### config.mk
export PLATFORM = sky130hd
export DESIGN_NAME = fc_argmax_classifier_flat
export DESIGN_NICKNAME = d
export VERILOG_FILES = /design/src/rtl/fc_pkg.sv /design/src/rtl/fc_argmax_classifier_if.sv /design/src/rtl/fc_score_bank.sv /design/src/rtl/fc_argmax_classifier.sv /design/src/flat_wrapper.sv
export SDC_FILE = /design/constraint.sdc
export NUM_CORES = 1
export LEC_CHECK = 0
export CORE_UTILIZATION = 40
export CTS_BUF_LIST = sky130_fd_sc_hd__clkbuf_8
export CTS_CLUSTER_SIZE = 10
export DETAILED_ROUTE_END_ITERATION = 6
export PLACE_DENSITY = 0.77
export SLEW_MARGIN = 20
export SYNTH_ARGS = -nofsm -noshare
export SYNTH_HDL_FRONTEND = slang
export SYNTH_SLANG_ARGS = --single-unit
export TNS_END_PERCENT = 10
### constraint.sdc
create_clock -name clk -period 2.5 [get_ports clk]
set_clock_uncertainty 0.2 [all_clocks]
set_input_delay 0.375 -clock clk [delete_from_list [all_inputs] [get_ports clk]]
set_output_delay 0.375 -clock clk [all_outputs]
set_load 0.01 [all_outputs]
### src/rtl/fc_pkg.sv
// fc_pkg: shared configuration for the argmax classifier slice.
//   NUM_CLASSES : scores per frame
//   SCORE_W     : signed score width (matches dense layer data_out)
//   CLASS_W     : class index width, 2**CLASS_W >= NUM_CLASSES
//   state_t     : collector FSM encoding
package fc_pkg;
  localparam int NUM_CLASSES = 10;
  localparam int SCORE_W     = 12;
  localparam int CLASS_W     = 4;

  typedef enum logic {
    COLLECT = 1'b0,
    HOLD    = 1'b1
  } state_t;
endpackage

### src/rtl/fc_argmax_classifier_if.sv
// fc_argmax_classifier_if: score stream in, result handshake out.
//   valid_in/score_in/frame_start : serial score stream from the dense layer
//   class_out/max_score/valid_out : winning result towards the sink
//   ready_in                      : sink accepts the result
// slave modport is the classifier side, master modport the driver/sink side.
interface fc_argmax_classifier_if
  import fc_pkg::*;
#(
  parameter int SCORE_W = fc_pkg::SCORE_W,
  parameter int CLASS_W = fc_pkg::CLASS_W
);
  logic               valid_in;
  logic [SCORE_W-1:0] score_in;
  logic               frame_start;
  logic [CLASS_W-1:0] class_out;
  logic [SCORE_W-1:0] max_score;
  logic               valid_out;
  logic               ready_in;

  modport slave (
    input  valid_in, score_in, frame_start, ready_in,
    output class_out, max_score, valid_out
  );
  modport master (
    output valid_in, score_in, frame_start, ready_in,
    input  class_out, max_score, valid_out
  );
endinterface

### src/rtl/fc_score_bank.sv
// fc_score_bank: NUM_CLASSES x SCORE_W score store with a registered read port.
//   wr_en/wr_addr/wr_data : write port, one score per accepted beat
//   rd_addr -> rd_data    : read data valid one cycle after rd_addr;
//                           out-of-range addresses read as 0
// Only rd_data is reset; the storage itself is not.
module fc_score_bank
  import fc_pkg::*;
#(
  parameter int N  = fc_pkg::NUM_CLASSES,
  parameter int W  = fc_pkg::SCORE_W,
  parameter int AW = fc_pkg::CLASS_W
) (
  input  logic          clk,
  input  logic          rst_n,
  input  logic          wr_en,
  input  logic [AW-1:0] wr_addr,
  input  logic [W-1:0]  wr_data,
  input  logic [AW-1:0] rd_addr,
  output logic [W-1:0]  rd_data
);
  logic [N-1:0][W-1:0] mem;

  always_ff @(posedge clk) begin
    if (wr_en) mem[wr_addr] <= wr_data;
  end

  always_ff @(posedge clk or negedge rst_n) begin
    if (!rst_n)                  rd_data <= '0;
    else if (int'(rd_addr) < N)  rd_data <= mem[rd_addr];
    else                         rd_data <= '0;
  end
endmodule

### src/rtl/fc_argmax_classifier.sv
// fc_argmax_classifier: running argmax over a serial frame of signed scores.
//   clk, rst_n (async, active-low)
//   io.slave   : score stream in, result (class_out/max_score/valid_out) out
//                held until valid_out & ready_in
//   busy       : frame partially collected
//   drop_pulse : one-cycle pulse per score discarded while a result is pending
// Optional build macro FC_ARGMAX_READBACK_EN adds rd_addr/rd_data and a
// score bank holding the scores of the frame being collected.
module fc_argmax_classifier
  import fc_pkg::*;
#(
  parameter int NUM_CLASSES = fc_pkg::NUM_CLASSES,
  parameter int SCORE_W     = fc_pkg::SCORE_W,
  parameter int CLASS_W     = fc_pkg::CLASS_W
) (
  input  logic                   clk,
  input  logic                   rst_n,
  fc_argmax_classifier_if.slave  io,
`ifdef FC_ARGMAX_READBACK_EN
  input  logic [CLASS_W-1:0]     rd_addr,
  output logic [SCORE_W-1:0]     rd_data,
`endif
  output logic                   busy,
  output logic                   drop_pulse
);
  state_t             state, state_nxt;
  logic [CLASS_W-1:0] cnt, cur_idx;
  logic [SCORE_W-1:0] cur_max;
  logic               hs, accept, restart, done, gt;

  // A beat in HOLD is only taken on the handshake cycle; cnt is 0 there,
  // so it always starts a new frame regardless of frame_start.
  always_comb begin
    hs      = (state == HOLD) && io.ready_in;
    accept  = io.valid_in && ((state == COLLECT) || hs);
    restart = accept && ((cnt == '0) || io.frame_start);
    done    = accept && !restart && (cnt == CLASS_W'(NUM_CLASSES-1));
    gt      = $signed(io.score_in) > $signed(cur_max);
  end

  always_comb begin
    state_nxt = state;
    case (state)
      COLLECT: if (done) state_nxt = HOLD;
      HOLD:    if (hs)   state_nxt = COLLECT;
      default:           state_nxt = COLLECT;
    endcase
  end

  always_ff @(posedge clk or negedge rst_n) begin
    if (!rst_n) state <= COLLECT;
    else        state <= state_nxt;
  end

  always_ff @(posedge clk or negedge rst_n) begin
    if (!rst_n) begin
      cnt          <= '0;
      cur_idx      <= '0;
      cur_max      <= '0;
      io.class_out <= '0;
      io.max_score <= '0;
      drop_pulse   <= 1'b0;
    end else begin
      drop_pulse <= (state == HOLD) && io.valid_in && !io.ready_in;
      if (restart) begin
        cur_max <= io.score_in;
        cur_idx <= '0;
        cnt     <= CLASS_W'(1);
      end else if (accept) begin
        // strict compare: ties keep the earlier (lower) class
        if (gt) begin
          cur_max <= io.score_in;
          cur_idx <= cnt;
        end
        cnt <= done ? '0 : cnt + CLASS_W'(1);
      end
      if (done) begin
        io.class_out <= gt ? cnt : cur_idx;
        io.max_score <= gt ? io.score_in : cur_max;
      end
    end
  end

  assign io.valid_out = (state == HOLD);
  assign busy         = (state == COLLECT) && (cnt != '0);

`ifdef FC_ARGMAX_READBACK_EN
  fc_score_bank #(.N(NUM_CLASSES), .W(SCORE_W), .AW(CLASS_W)) u_bank (
    .clk     (clk),
    .rst_n   (rst_n),
    .wr_en   (accept),
    .wr_addr (restart ? '0 : cnt),
    .wr_data (io.score_in),
    .rd_addr (rd_addr),
    .rd_data (rd_data)
  );
`endif
endmodule

### src/flat_wrapper.sv
// flat-port wrapper written by rule: the top's interface ports become plain ports
module fc_argmax_classifier_flat import fc_pkg::*;
#(
  parameter int NUM_CLASSES = fc_pkg::NUM_CLASSES,
  parameter int SCORE_W     = fc_pkg::SCORE_W,
  parameter int CLASS_W     = fc_pkg::CLASS_W
)
  (clk, rst_n, busy, drop_pulse, io_valid_in, io_score_in, io_frame_start, io_ready_in, io_class_out, io_max_score, io_valid_out);
  fc_argmax_classifier_if #(.SCORE_W(SCORE_W), .CLASS_W(CLASS_W)) io_i ();
  input  logic clk;
  input  logic rst_n;
  output logic busy;
  output logic drop_pulse;
  input wire logic [$bits(io_i.valid_in)-1:0] io_valid_in;
  input wire logic [$bits(io_i.score_in)-1:0] io_score_in;
  input wire logic [$bits(io_i.frame_start)-1:0] io_frame_start;
  input wire logic [$bits(io_i.ready_in)-1:0] io_ready_in;
  output wire logic [$bits(io_i.class_out)-1:0] io_class_out;
  output wire logic [$bits(io_i.max_score)-1:0] io_max_score;
  output wire logic [$bits(io_i.valid_out)-1:0] io_valid_out;
  assign io_i.valid_in = io_valid_in;
  assign io_i.score_in = io_score_in;
  assign io_i.frame_start = io_frame_start;
  assign io_i.ready_in = io_ready_in;
  assign io_class_out = io_i.class_out;
  assign io_max_score = io_i.max_score;
  assign io_valid_out = io_i.valid_out;
  fc_argmax_classifier #(.NUM_CLASSES(NUM_CLASSES), .SCORE_W(SCORE_W), .CLASS_W(CLASS_W)) u_core (.clk(clk), .rst_n(rst_n), .io(io_i), .busy(busy), .drop_pulse(drop_pulse));
endmodule
==> impl_metrics.tcl <==
set metrics [dict create \
    status "finished, violations left" \
    violations "setup timing" \
    setup_ws_ns -0.0989 \
    dpl.hpwl_um 3020 \
    synth.net_count 222 \
    vias 1627 \
    hold_buffers 0 \
    synth_area_leaders "dfrtp_1 (47%), ha_1 (9.2%), mux2i_1 (6.9%)" \
    fin_nets 286 \
    cts_tree "done" \
    rsz0062_at_grt "yes" \
    fp-row-count 25 \
    antenna_found_initial 0 \
    worstMarginPinSlew_ns 0.881 \
    cts-root-buf "clkbuf_8" \
    die_area_mm2 0.00538 \
    cts_buffers 5 \
    synth_edf_count 0 \
    seqCellArea_um2 951 \
    synthDistinctLibCells 31 \
    path_clk_slew_ns 0.07 \
    multiInputGateArea_mm2 0.00116 \
    first_pass_iters 4 \
    pin_count 36 \
    max_freq_mhz 385 \
    syn_inst 190 \
    cp.required_ns 2.47 \
    r2r_start "u_core.cur_max[7]" \
    drt_iter0_drc 65 \
    avgSynthCellArea_um2 10.7 \
    grt_pass1_wl_um 7090 \
    vdd_drop_max_uv 328 \
    fill_cells 408 \
    cellPowerDensity_mw_per_mm2 842 \
    placedInstanceArea_mm2 0.00275 \
    synth_area_mm2 0.00204 \
    synth_top_cell_area_share_pct 46.7 \
    crit_slowest_cell "dfrtp_1" \
    synth_most_common_cell "dfrtp_1" \
    layout-drive-gt1-share_pct 29.5 \
    cpMostUsedCell "a21oi_1" \
    synth_seq_area_share_pct 46.7 \
    grt_usage_pct 17.2 \
    io_buffers 35 \
    ys_warn_count 0 \
    grt_max_degree 39 \
    ys_ff_latch 38 \
    synth-main-ff-cell "dfrtp_1" \
    cap_violations 0 \
    clockBufferDepth 2 \
    insertedDiodeCount 0 \
    yosysTopAreaCell "dfrtp_1" \
    ant_nets 0 \
    grt_pass1_vias 1564 \
    rrSetupSlack_ns -0.1 \
    die_x_um 73.4 \
    post-route-period-util_pct 104 \
    start_util_pct 42.3 \
    path_delay_family "compound AO/OA/AOI/OAI gates" \
    fin_tns_setup_ns -1.15 \
    dieHeight_um 73.4 \
    rr_endpoint "u_core.io.class_out[1]" \
    path_cells "inv_2, ha_4, a21oi_1, o21ai_1, a221oi_4, mux2i_4, buf_6, buf_12, mux2i_1, a21oi_1" \
    fin_area_mm2 0.00297 \
    end_kind "flop" \
    htreeDepth 2 \
    crit_fanout 6 \
    drv_slew 0 \
    hold_violations 0 \
    routed_via_density 5.07 \
    p_leak_nw 1.41 \
    syn_to_final_growth_pct 46.0 \
    async_flop_share_pct 100 \
    arrival_ns 2.56 \
    slowest_delay_ns 0.41 \
    place.gp.congestion 0.801 \
    crit_type "flop to flop" \
    maxSlewHeadroom_pct 41.3 \
    clock_latency_ns 0.29 \
    routedWlPerCell_um 14.2 \
    crit_buf_inv 3 \
    clkSinkCount 38 \
    core_area_mm2 0.00482 \
    r2r_cells 10 \
    grt_overflow 0 \
    hp-class "input port to asynchronous set/reset pin" \
    cp-start-kind "flop" \
    setup_viol 29 \
    p_total_mw 2.51 \
    period_needed_ns 2.60 \
    routed_wirelength_um 4570 \
    drcViolationCount 0 \
    synthTopCellsByCount "dfrtp_1 (38), nor2_1 (23), inv_1 (19), a21oi_1 (18), ha_1 (15)" \
]
[cell usage in the layout (no fill, tap or decap), types with 2 or more instances in the layout]
cell,instances
ha_1,5
mux2_4,8
nand2_1,8
buf_6,2
inv_1,16
a21oi_1,18
nand4_1,3
buf_12,3
clkdlybuf4s50_1,22
clkbuf_8,5
mux2i_2,2
mux2_2,4
buf_4,21
dfrtp_1,38
clkbuf_16,2
a22o_1,4
inv_2,5
o21ai_0,8
mux2i_1,12
nor2_1,22
a31oi_1,2
ha_4,10
dlygate4sd2_1,12
[layer usage]
| layer | routed length, um | part of all wire [%] | GRT usage, % |
|---|---|---|---|
| met5 | 0 | 0 | 0 |
| met4 | 112 | 2.5 | 6.20 |
| met3 | 195 | 4.3 | 4.25 |
| met2 | 2320 | 51 | 27.9 |
| met1 | 1940 | 42 | 22.3 |
[how the worst max path moves through the flow]
| stage | from | endpoint | slack [ns] | depth (start not counted) |
|---|---|---|---|---|
| 2_1_floorplan | u_core.cur_max[2] | u_core.cur_max[10] | -0.08 | 9 |
| 4_1_cts | u_core.cur_max[11] | u_core.cur_max[4] | -0.04 | 8 |
| 5_1_grt | u_core.cur_max[10] | u_core.io.class_out[0] | -0.15 | 11 |
| 3_3_place_gp | io_score_in[11] | u_core.cur_idx[2] | -0.49 | 9 |
| 3_5_place_dp | io_score_in[11] | u_core.cur_idx[3] | -0.56 | 9 |
| 6_report | u_core.cur_max[7] | u_core.io.class_out[1] | -0.1 | 10 |
[worst reg2reg max path: cells and delay by family (launching register included)]
family                     cells  cell delay (ns)
AOI/OAI and AO/OA              4             0.72
muxes                          2             0.58
DFF                            1             0.41
buffers and inverters          3             0.37
adders and majority gates      1             0.20
[logic make-up (layout without fill, tap and decap cells)]
family,after synthesis,count (layout),share of synthesized area (%)
adders and majority gates,15,15,9.21
DFF,38,38,46.7
AOI/OAI and AO/OA,40,40,13.2
and+or+nand+nor,44,44,9.64
buffers and inverters,26,90,5.53
muxes,27,27,15.7
[stage by stage]
stage / worst slack [ns] / instances / utilization [%] / hold WS (ns)
after floorplan: -0.0814 / 190 / - / -0.121
after global routing: -0.150 / 321 / 61.7 / 0.0577
after CTS: -0.0391 / 317 / 60.1 / 0.0147
after global placement: -0.494 / 307 / 57.0 / 0.280
final: -0.0989 / 321 / 61.7 / 0.00318
after detailed placement: -0.564 / 307 / 57.0 / 0.291
[what timing repair did]
action,4_1_cts,5_1_grt
cloned,1,1
endpoints found under the setup margin,30,31
pin swaps,7,14
buffers inserted,2,3
gates resized for setup,23,10
[layout make-up]
type	count	share of cell area, %
multi-input combinational	126	38.9
sequential	38	32.0
timing repair buffer	64	21.4
tap	67	2.82
inverter	19	2.40
clock buffer	5	2.31
clock inverter	2	0.252
[sequential cells by signal (all words and copies together) (netlist names)]
| signal | cells |
|---|---|
| u_core.cnt | 4 |
| u_core.cur_idx | 4 |
| u_core.cur_max | 12 |
| u_core.drop_pulse | 1 |
| u_core.io.class_out | 4 |
| u_core.io.max_score | 12 |
| u_core.io.valid_out | 1 |
[power by group]
group | switching, mW | total [mW] | leakage, nW | internal, mW
Clock | 0.203 | 0.387 | 0.0466 | 0.184
Sequential | 0.102 | 0.856 | 0.494 | 0.753
Combinational | 0.538 | 1.26 | 0.864 | 0.724
Total | 0.844 | 2.51 | 1.41 | 1.66
No activity file was read; power rests on OpenSTA's default activity.
